**config.mk**
```make
export PLATFORM = sky130hd
export DESIGN_NAME = fifo_wr_arbiter
export DESIGN_NICKNAME = d
export VERILOG_FILES = /design/src/rtl/fifo_arb_pkg.sv /design/src/rtl/rr_pick.sv /design/src/rtl/fifo_wr_arbiter.sv
export SDC_FILE = /design/constraint.sdc
export NUM_CORES = 1
export LEC_CHECK = 0
export ABC_AREA = 1
export CORE_MARGIN = 2
export CORE_UTILIZATION = 35
export CTS_BUF_LIST = sky130_fd_sc_hd__clkbuf_8 sky130_fd_sc_hd__clkbuf_16
export CTS_CLUSTER_DIAMETER = 40
export CTS_CLUSTER_SIZE = 25
export DETAILED_ROUTE_END_ITERATION = 7
export HOLD_SLACK_MARGIN = 0.08
export PLACE_DENSITY_LB_ADDON = 0.2
export SETUP_SLACK_MARGIN = 0.5
export SLEW_MARGIN = 20
export SYNTH_ARGS = -nofsm -noshare
export SYNTH_HDL_FRONTEND = slang
export SYNTH_SLANG_ARGS = --single-unit
```
**constraint.sdc**
```tcl
create_clock -name clk -period 1.7 [get_ports clk]
set_input_delay 0.17 -clock clk [delete_from_list [all_inputs] [get_ports clk]]
set_output_delay 0.17 -clock clk [all_outputs]
set_load 0.1 [all_outputs]
```
**src/rtl/fifo_arb_pkg.sv**
```systemverilog
// Shared types and constants for the FIFO write-port arbiter and its round-robin picker.
package fifo_arb_pkg;

    typedef enum logic [0:0] {
        IDLE  = 1'b0,
        BURST = 1'b1
    } arb_state_e;

    localparam int CNT_W  = 8;
    localparam int STAT_W = 16;

    function automatic int owner_width(input int n);
        return (n > 1) ? $clog2(n) : 1;
    endfunction

endpackage

```
**src/rtl/rr_pick.sv**
```systemverilog
// Combinational round-robin search: scans from last+1 (mod N), wraps, and ends at last.
module rr_pick #(
    parameter int N     = 4,
    parameter int IDX_W = 2
) (
    input  logic [N-1:0]     req,
    input  logic [IDX_W-1:0] last,
    output logic             found,
    output logic [IDX_W-1:0] idx
);

    always_comb begin
        int cand;
        // NOTE: every output of a combinational block gets a default first so no path leaves it unassigned (which would infer a latch).
        found = 1'b0;
        idx   = '0;
        cand  = 0;
        for (int off = 1; off <= N; off++) begin
            // Explicit wrap instead of a modulo so non-power-of-two N stays correct.
            cand = int'(last) + off;
            if (cand >= N) cand = cand - N;
            if (!found && req[IDX_W'(cand)]) begin
                found = 1'b1;
                idx   = IDX_W'(cand);
            end
        end
    end

endmodule

```
**src/rtl/fifo_wr_arbiter.sv**
```systemverilog
// Burst-aware round-robin arbiter for a shared async-FIFO write port.
// Optional per-requester beat counters are enabled with FIFO_WR_ARB_STATS_EN.
module fifo_wr_arbiter
    import fifo_arb_pkg::*;
#(
    parameter int NUM_REQ      = 4,
    parameter int DATA_WIDTH   = 8,
    parameter int MAX_BURST    = 16,
    parameter int IDLE_TIMEOUT = 8,
    localparam int OWN_W       = owner_width(NUM_REQ)
) (
    input  logic                          clk,
    input  logic                          rst_n,
`ifdef FIFO_WR_ARB_STATS_EN
    input  logic                          stat_clr,
    output logic [NUM_REQ*STAT_W-1:0]     stat_beats,
`endif
    input  logic [NUM_REQ-1:0]            req,
    input  logic [NUM_REQ*DATA_WIDTH-1:0] req_data,
    input  logic [NUM_REQ-1:0]            req_last,
    output logic [NUM_REQ-1:0]            grant,
    input  logic                          fifo_full,
    output logic                          fifo_wr_en,
    output logic [DATA_WIDTH-1:0]         fifo_wr_data,
    output logic [OWN_W-1:0]              owner,
    output logic                          busy
);

    arb_state_e       state_q, state_d;
    logic [OWN_W-1:0] owner_q, owner_d;
    logic [CNT_W-1:0] beat_cnt_q, beat_cnt_d;
    logic [CNT_W-1:0] idle_cnt_q, idle_cnt_d;

    logic             pick_found;
    logic [OWN_W-1:0] pick_idx;
    logic             accept;

    rr_pick #(
        .N     (NUM_REQ),
        .IDX_W (OWN_W)
    ) u_rr_pick (
        .req   (req),
        .last  (owner_q),
        .found (pick_found),
        .idx   (pick_idx)
    );

    assign accept       = (state_q == BURST) && req[owner_q] && !fifo_full;
    assign fifo_wr_en   = accept;
    assign grant        = NUM_REQ'(accept) << owner_q;
    assign fifo_wr_data = req_data[int'(owner_q)*DATA_WIDTH +: DATA_WIDTH];
    assign owner        = owner_q;
    assign busy         = (state_q == BURST);

    always_comb begin
        state_d    = state_q;
        owner_d    = owner_q;
        beat_cnt_d = beat_cnt_q;
        idle_cnt_d = idle_cnt_q;
        unique case (state_q)
            IDLE: begin
                if (pick_found) begin
                    owner_d    = pick_idx;
                    state_d    = BURST;
                    beat_cnt_d = '0;
                    idle_cnt_d = '0;
                end
            end
            BURST: begin
                if (accept) begin
                    beat_cnt_d = beat_cnt_q + CNT_W'(1);
                    idle_cnt_d = '0;
                    if (req_last[owner_q] || beat_cnt_q == CNT_W'(MAX_BURST - 1)) begin
                        state_d = IDLE;
                    end
                end else if (!req[owner_q]) begin
                    idle_cnt_d = idle_cnt_q + CNT_W'(1);
                    if (idle_cnt_q == CNT_W'(IDLE_TIMEOUT - 1)) begin
                        state_d = IDLE;
                    end
                end
                // Owner presenting data against a full FIFO: both counters hold.
            end
            default: state_d = IDLE;
        endcase
    end

    always_ff @(posedge clk or negedge rst_n) begin
        if (!rst_n) begin
            state_q    <= IDLE;
            owner_q    <= OWN_W'(NUM_REQ - 1);
            beat_cnt_q <= '0;
            idle_cnt_q <= '0;
        end else begin
            // NOTE: state registers use non-blocking assignments so every flop samples pre-edge values.
            state_q    <= state_d;
            owner_q    <= owner_d;
            beat_cnt_q <= beat_cnt_d;
            idle_cnt_q <= idle_cnt_d;
        end
    end

`ifdef FIFO_WR_ARB_STATS_EN
    for (genvar g = 0; g < NUM_REQ; g++) begin : g_stat
        logic [STAT_W-1:0] cnt_q;

        always_ff @(posedge clk or negedge rst_n) begin
            if (!rst_n) begin
                cnt_q <= '0;
            end else if (stat_clr) begin
                cnt_q <= '0;
            end else if (grant[g] && cnt_q != {STAT_W{1'b1}}) begin
                cnt_q <= cnt_q + STAT_W'(1);
            end
        end

        assign stat_beats[g*STAT_W +: STAT_W] = cnt_q;
    end
`endif

endmodule
```
# ---- After elaboration in Yosys (flattened, before gate mapping)
# Index checks and enable logic that the tools add are counted.
dict set report word_totals {
  regBits 19
  out_inout_bits 16
  wordCells 84
}
dict set report classes {
  addsub 10
  n_lt_le_gt_ge 9
  eq_ne 5
  n_shift 2
  muxes 40
  bitwise 1
  reduce_logical 13
}
# op count
set ops {}
lappend ops {{8-bit 2-to-1 mux} 4}
lappend ops {{8-bit one-hot mux with 2 select lines} 2}
lappend ops {{32-bit by 6-bit variable part select with 8-bit output} 1}
lappend ops {{1-bit 2-to-1 mux} 19}
lappend ops {{8-bit by 1-bit adder with 8-bit output, second input constant} 2}
lappend ops {{2-bit by 4-bit less-than comparator with 1-bit output, second input constant} 4}
lappend ops {{2-bit 2-to-1 mux} 8}
lappend ops {{1-bit binary-select mux with 2-bit select} 6}
lappend ops {{3-bit >= comparator, second input constant} 3}
lappend ops {{8-bit by 3-bit == test with 1-bit output, second input constant} 1}
lappend ops {{8-bit by 4-bit == test with 1-bit output, second input constant} 1}
lappend ops {{2-bit by 1-bit subtractor with 2-bit output, second input constant} 4}
lappend ops {{2-bit by 2-bit adder with 3-bit output, second input constant} 2}
lappend ops {{2-bit AND reduction} 3}
lappend ops {{1-bit logical AND} 5}
lappend ops {{2-bit by 3-bit adder with 4-bit output, second input constant} 1}
lappend ops {{4-bit by 3-bit >= comparator with 1-bit output, second input constant} 1}
lappend ops {{1-bit logical NOT} 4}
lappend ops {{1-bit by 2-bit << shifter with 4-bit output} 1}
lappend ops {{2-bit by 1-bit adder with 3-bit output, second input constant} 1}
lappend ops {{2-bit by 3-bit less-than comparator with 1-bit output, second input constant} 1}
lappend ops {{3-bit inequality test, second input constant} 1}
lappend ops {{2-bit by 1-bit inequality test with 1-bit output, second input constant} 1}
lappend ops {{2-bit inequality test, second input constant} 1}
lappend ops {{3 further kinds} 3}

# ---- Longest topological paths before layout
# Gate-level depths: netlist (run 1).
dict set report depth {
  word_depth 18
  ltp_mapped 12
  mapped_depth_nobuf 11
}

# ---- Hierarchy
# A second synthesis (run 1) with hierarchy kept.
dict set report unflattened {
  hier_cells 271
  area_unflattened_um2 1757.9
}
# mod instances cells_each area_per_inst_um2 seq_area_each_um2
set by_module_without_submodules {}
lappend by_module_without_submodules {fifo_wr_arbiter 1 222 1467.7 478.0}
lappend by_module_without_submodules {rr_pick 1 49 290.3 0.0}

# ---- Least setup slack after synthesis (run 1)
# Ideal clock, no wire load.
dict set report synth_timing {
  path_kind {flip-flop to output port}
  start {reg state_q (netlist: busy)}
  end {out grant[0]}
  t_arrival_ps 2952
  setup_slack_ps -1422
  stages_incl_launch_ff 6
  cell_sequence {dfrtp_1 inv_2 nor2_1 nand3_2 buf_6 nor2_1}
}
dict set report synth_via {
  elab_chain_len 3
}
# element line
set synth_rtl {}
lappend synth_rtl {{start: declaration} fifo_wr_arbiter.sv:29} ;# arb_state_e state_q, state_d;
lappend synth_rtl {{start signal: assignment} fifo_wr_arbiter.sv:96} ;# state_q <= state_d;
lappend synth_rtl {{1-bit logical AND (2 in a row)} fifo_wr_arbiter.sv:48} ;# assign accept = (state_q == BURST) && req[owner_q] && !fifo_full;
lappend synth_rtl {{1-bit by 2-bit << shifter with 4-bit output} fifo_wr_arbiter.sv:50} ;# assign grant = NUM_REQ'(accept) << owner_q;
lappend synth_rtl {{end: declaration} fifo_wr_arbiter.sv:21} ;# output logic [NUM_REQ-1:0] grant,
# Every way passes these cells.

# ---- Final worst setup path (run 1)
dict set report layout_timing {
  start {reg owner_q[0] (netlist: owner[0])}
  end {out fifo_wr_en}
}
dict set report layout_via {
  elab_chain_len 4
}
# element line
set layout_rtl {}
lappend layout_rtl {{start: declaration} fifo_wr_arbiter.sv:30} ;# logic [OWN_W-1:0] owner_q, owner_d;
lappend layout_rtl {{start signal: assignment} fifo_wr_arbiter.sv:91} ;# owner_q <= OWN_W'(NUM_REQ - 1);
lappend layout_rtl {{start signal: assignment} fifo_wr_arbiter.sv:97} ;# owner_q <= owner_d;
lappend layout_rtl {{1-bit binary-select mux with 2-bit select} fifo_wr_arbiter.sv:48}
lappend layout_rtl {{1-bit 2-to-1 mux (not written as such)} fifo_wr_arbiter.sv:48}
lappend layout_rtl {{1-bit logical AND (2 in a row)} fifo_wr_arbiter.sv:48}
lappend layout_rtl {{end: declaration} fifo_wr_arbiter.sv:23} ;# output logic fifo_wr_en,
# Every way passes these cells. The select of a mux whose other input is x is not followed.

==> impl_metrics.yaml, run 1 <==
run_status:
  status: "finished with violations"
  violations: "negative setup slack"
die:
  start_util: 0.364
  fp.dieW_um: 71.2
  rows: 24
  die-area_mm2: 0.00508
  core_mm2: 0.00435
  io_pins: 59
  dieHeight_um: 71.2
clock_network:
  clock_latency_ns: 0.27
  path_clk_slew_ns: 0.08
  cts_root_buf: "clkbuf_8"
  hold_buffers: 0
  tritoncts: "yes"
  cts_buffer_depth: 2
  clock_sinks: 19
  numCtsBuffers: 3
  cts_max_level: 1
cells_and_area:
  final_common_cell: "nand2_1"
  drive_gt1_frac: 0.462
  final_cell_mix: "nand2_1 (50), clkdlybuf4s50_1 (42), buf_4 (29)"
  area_growth_pct: 98.2
  final_nets: 373
  diodes: 0
  fin_cells: 379
critical_path:
  critPathSlowestCell: "dfstp_4"
  cp_data_arrival_time_ns: 1.81
  worstPathCellList: "nand2_1, nand2_2, nand2_4, nand3_4, clkinvlp_4, buf_12"
  start_kind: "flip-flop"
  critPathMaxFanout: 7
  cp-end-kind: "output pin"
  crit_required_ns: 1.53
  setup.worst_path.class: "flip-flop to output pin"
  startpoint: "owner[0]"
  max_stage_delay_ns: 0.69
  r2r_start: "owner[0]"
global_routing:
  grt_pass1_wl_mm: 9.94
  grt_use_total: 0.246
  grt_pass1_vias: 2123
  grt_overflow_total: 0
  grt_antenna_before_repair: 0
  grt_max_degree: 20
synthesis:
  postSynth.asyncResetShare: 1.00
  syn_area_mm2: 0.00158
  synth_flop_cell: "dfrtp_1"
  avgSynthCellArea_um2: 6.88
  yosysWarnings: 0
  syn_inst: 230
  synth.distinct_cells: 30
  synth_seq_cells: 19
  seq_area_frac_synth: 0.302
  synth_edf_count: 0
  synth_fp_nets: 275
power_and_ir_drop:
  cellPowerDensity_mw_per_mm2: 2020
  p_leak_nw: 1.39
  p_total_w: 0.00635
  peakVddDrop_mv: 1.33
worst_hold_path:
  holdCritPathClass: "input pin to async pin"
timing:
  finalMaxSlewViolations: 0
  fmax_mhz: 506
  worst_pin_slew_ns: 0.486
  layout_min_cycle_time_ns: 1.98
  setup_slack_ns: -0.276
  hold_viol: 0
  slew_headroom: 0.675
  fin_crit_sh: 1.16
  rsz0062_at_grt: "true"
  clock_skew_ns: 0.00814
  setup_viol: 32
placed_design:
  port_buffers: 58
  place_hpwl_mm: 3.68
  gp_congestion: 0.794
  dp_cells: 353
route:
  num_vias: 2023
  drc: 0
  wl_mm: 5.85
  drtIter0Drc: 109
  viasPerCell: 5.34
  dr.pass1.iters: 4
  wl_per_cell_um: 15.4
  drtAntennaViolNets: 0
run:
  cap_violations: 0
-- worst max-delay path, delay by kind of cell (launching register included) --
family | cells | cell delay [ns]
buffers and inverters | 2 | 0.37
and+or+nand+nor | 4 | 0.46
DFF | 1 | 0.69
-- logic make-up after synthesis --
| kind of cell | count (synthesis) | synth area share |
|---|---|---|
| fa+ha+maj | 2 | 0.0158 |
| buf+inv | 25 | 0.0727 |
| simple gates | 148 | 0.444 |
| flops | 19 | 0.302 |
| compound gates | 30 | 0.132 |
| xor+xnor | 6 | 0.0332 |
-- metal layers --
metal | wire length, um | global-route usage | vias to the layer above | share of wire
met5 | 0 | 0 | - | 0
met2 | 3200 | 0.464 | 65 | 0.55
met3 | 226 | 0.0380 | 16 | 0.039
met1 | 2290 | 0.291 | 972 | 0.39
li1 | - | - | 970 | -
met4 | 136 | 0.0545 | 0 | 0.023
-- where the power goes --
group          total, W  switching [W]  internal (W)
Sequential     0.000734       0.000150      0.000584
Combinational   0.00528        0.00331       0.00197
Clock          0.000334       0.000170      0.000164
-- what timing repair did --
action / CTS / global route
resized for setup: 52 / 12
buffers inserted: 17 / 2
gates cloned: 3 / 0
endpoints found under the setup margin: 34 / 35
pin swaps: 22 / 20
-- flip-flops by register name (all words and copies together), names as in the netlist --
signal,cells
beat_cnt_q,8
idle_cnt_q,8
owner,2
busy,1
-- cells in the mapped netlist (3+ instances only) --
master | instances | share of area
nand2_1 | 78 | 0.18
nand3_1 | 30 | 0.095
xor2_1 | 3 | 0.017
clkinv_1 | 4 | 0.0095
xnor2_1 | 3 | 0.017
o21ai_0 | 4 | 0.013
a22oi_1 | 14 | 0.066
o21ai_2 | 6 | 0.033
nor2_1 | 14 | 0.033
a21oi_1 | 5 | 0.016
nand4_1 | 4 | 0.016
nand2_4 | 4 | 0.028
dfrtp_1 | 17 | 0.27
nor3_1 | 3 | 0.0095
inv_1 | 15 | 0.036
nand2_2 | 7 | 0.028
-- path summary, 6_finish.rpt --
path                                      end  slack [ns]  depth (start not counted)
worst max-delay path               fifo_wr_en       -0.28                          6
min in group clk                beat_cnt_q[1]        0.51                          2
worst max register to register  idle_cnt_q[3]       -0.25                          9
worst min-delay path            idle_cnt_q[6]        0.24                          2
max in group asynchronous            owner[1]        1.19                          2
worst min register to register  beat_cnt_q[1]        0.51                          2
-- cell type report --
type	count	area, um2
multi-input combinational	188	1370
timing repair buffer	93	1030
sequential	19	487
timing repair inverter	1	8.76
clock inverter	1	5.00
clock buffer	3	41.3
fill	311	1220
tap	52	65.1
inverter	22	130
-- through the flow --
stage | setup TNS, ns | hold WS, ns | util | cell area, um2 | setup slack, ns
final | -6.70 | 0.243 | 0.720 | 3140 | -0.276
after global routing | -9.11 | 0.281 | 0.720 | 3140 | -0.335
after CTS | -6.00 | 0.266 | 0.707 | 3080 | -0.271
after detailed placement | -0.707 | 0.494 | 0.611 | 2660 | -0.0559
after global placement | -0.307 | 0.490 | 0.611 | 2660 | -0.0450
after floorplan | -8.45 | -0.126 | - | 1770 | -0.449
No activity file was read; power rests on OpenSTA's default activity.
==> run 2, diff against run 1 <==
--- a/config.mk
+++ b/config.mk
@@ -12,6 +12,7 @@
 export CTS_CLUSTER_DIAMETER = 40
 export CTS_CLUSTER_SIZE = 25
 export DETAILED_ROUTE_END_ITERATION = 7
+export GPL_TIMING_DRIVEN = 1
 export HOLD_SLACK_MARGIN = 0.08
 export PLACE_DENSITY_LB_ADDON = 0.2
 export SETUP_SLACK_MARGIN = 0.5
==> results of run 2 <==
Final layout, timing and power as in run 1 (identical DEF).
==> run 3, diff against run 2 <==
--- a/config.mk
+++ b/config.mk
@@ -10,7 +10,7 @@
 export CORE_UTILIZATION = 35
 export CTS_BUF_LIST = sky130_fd_sc_hd__clkbuf_8 sky130_fd_sc_hd__clkbuf_16
 export CTS_CLUSTER_DIAMETER = 40
-export CTS_CLUSTER_SIZE = 25
+export CTS_CLUSTER_SIZE = 14
 export DETAILED_ROUTE_END_ITERATION = 7
 export GPL_TIMING_DRIVEN = 1
 export HOLD_SLACK_MARGIN = 0.08
==> results of run 3 <==
Final layout, timing and power as in run 1 (identical DEF).
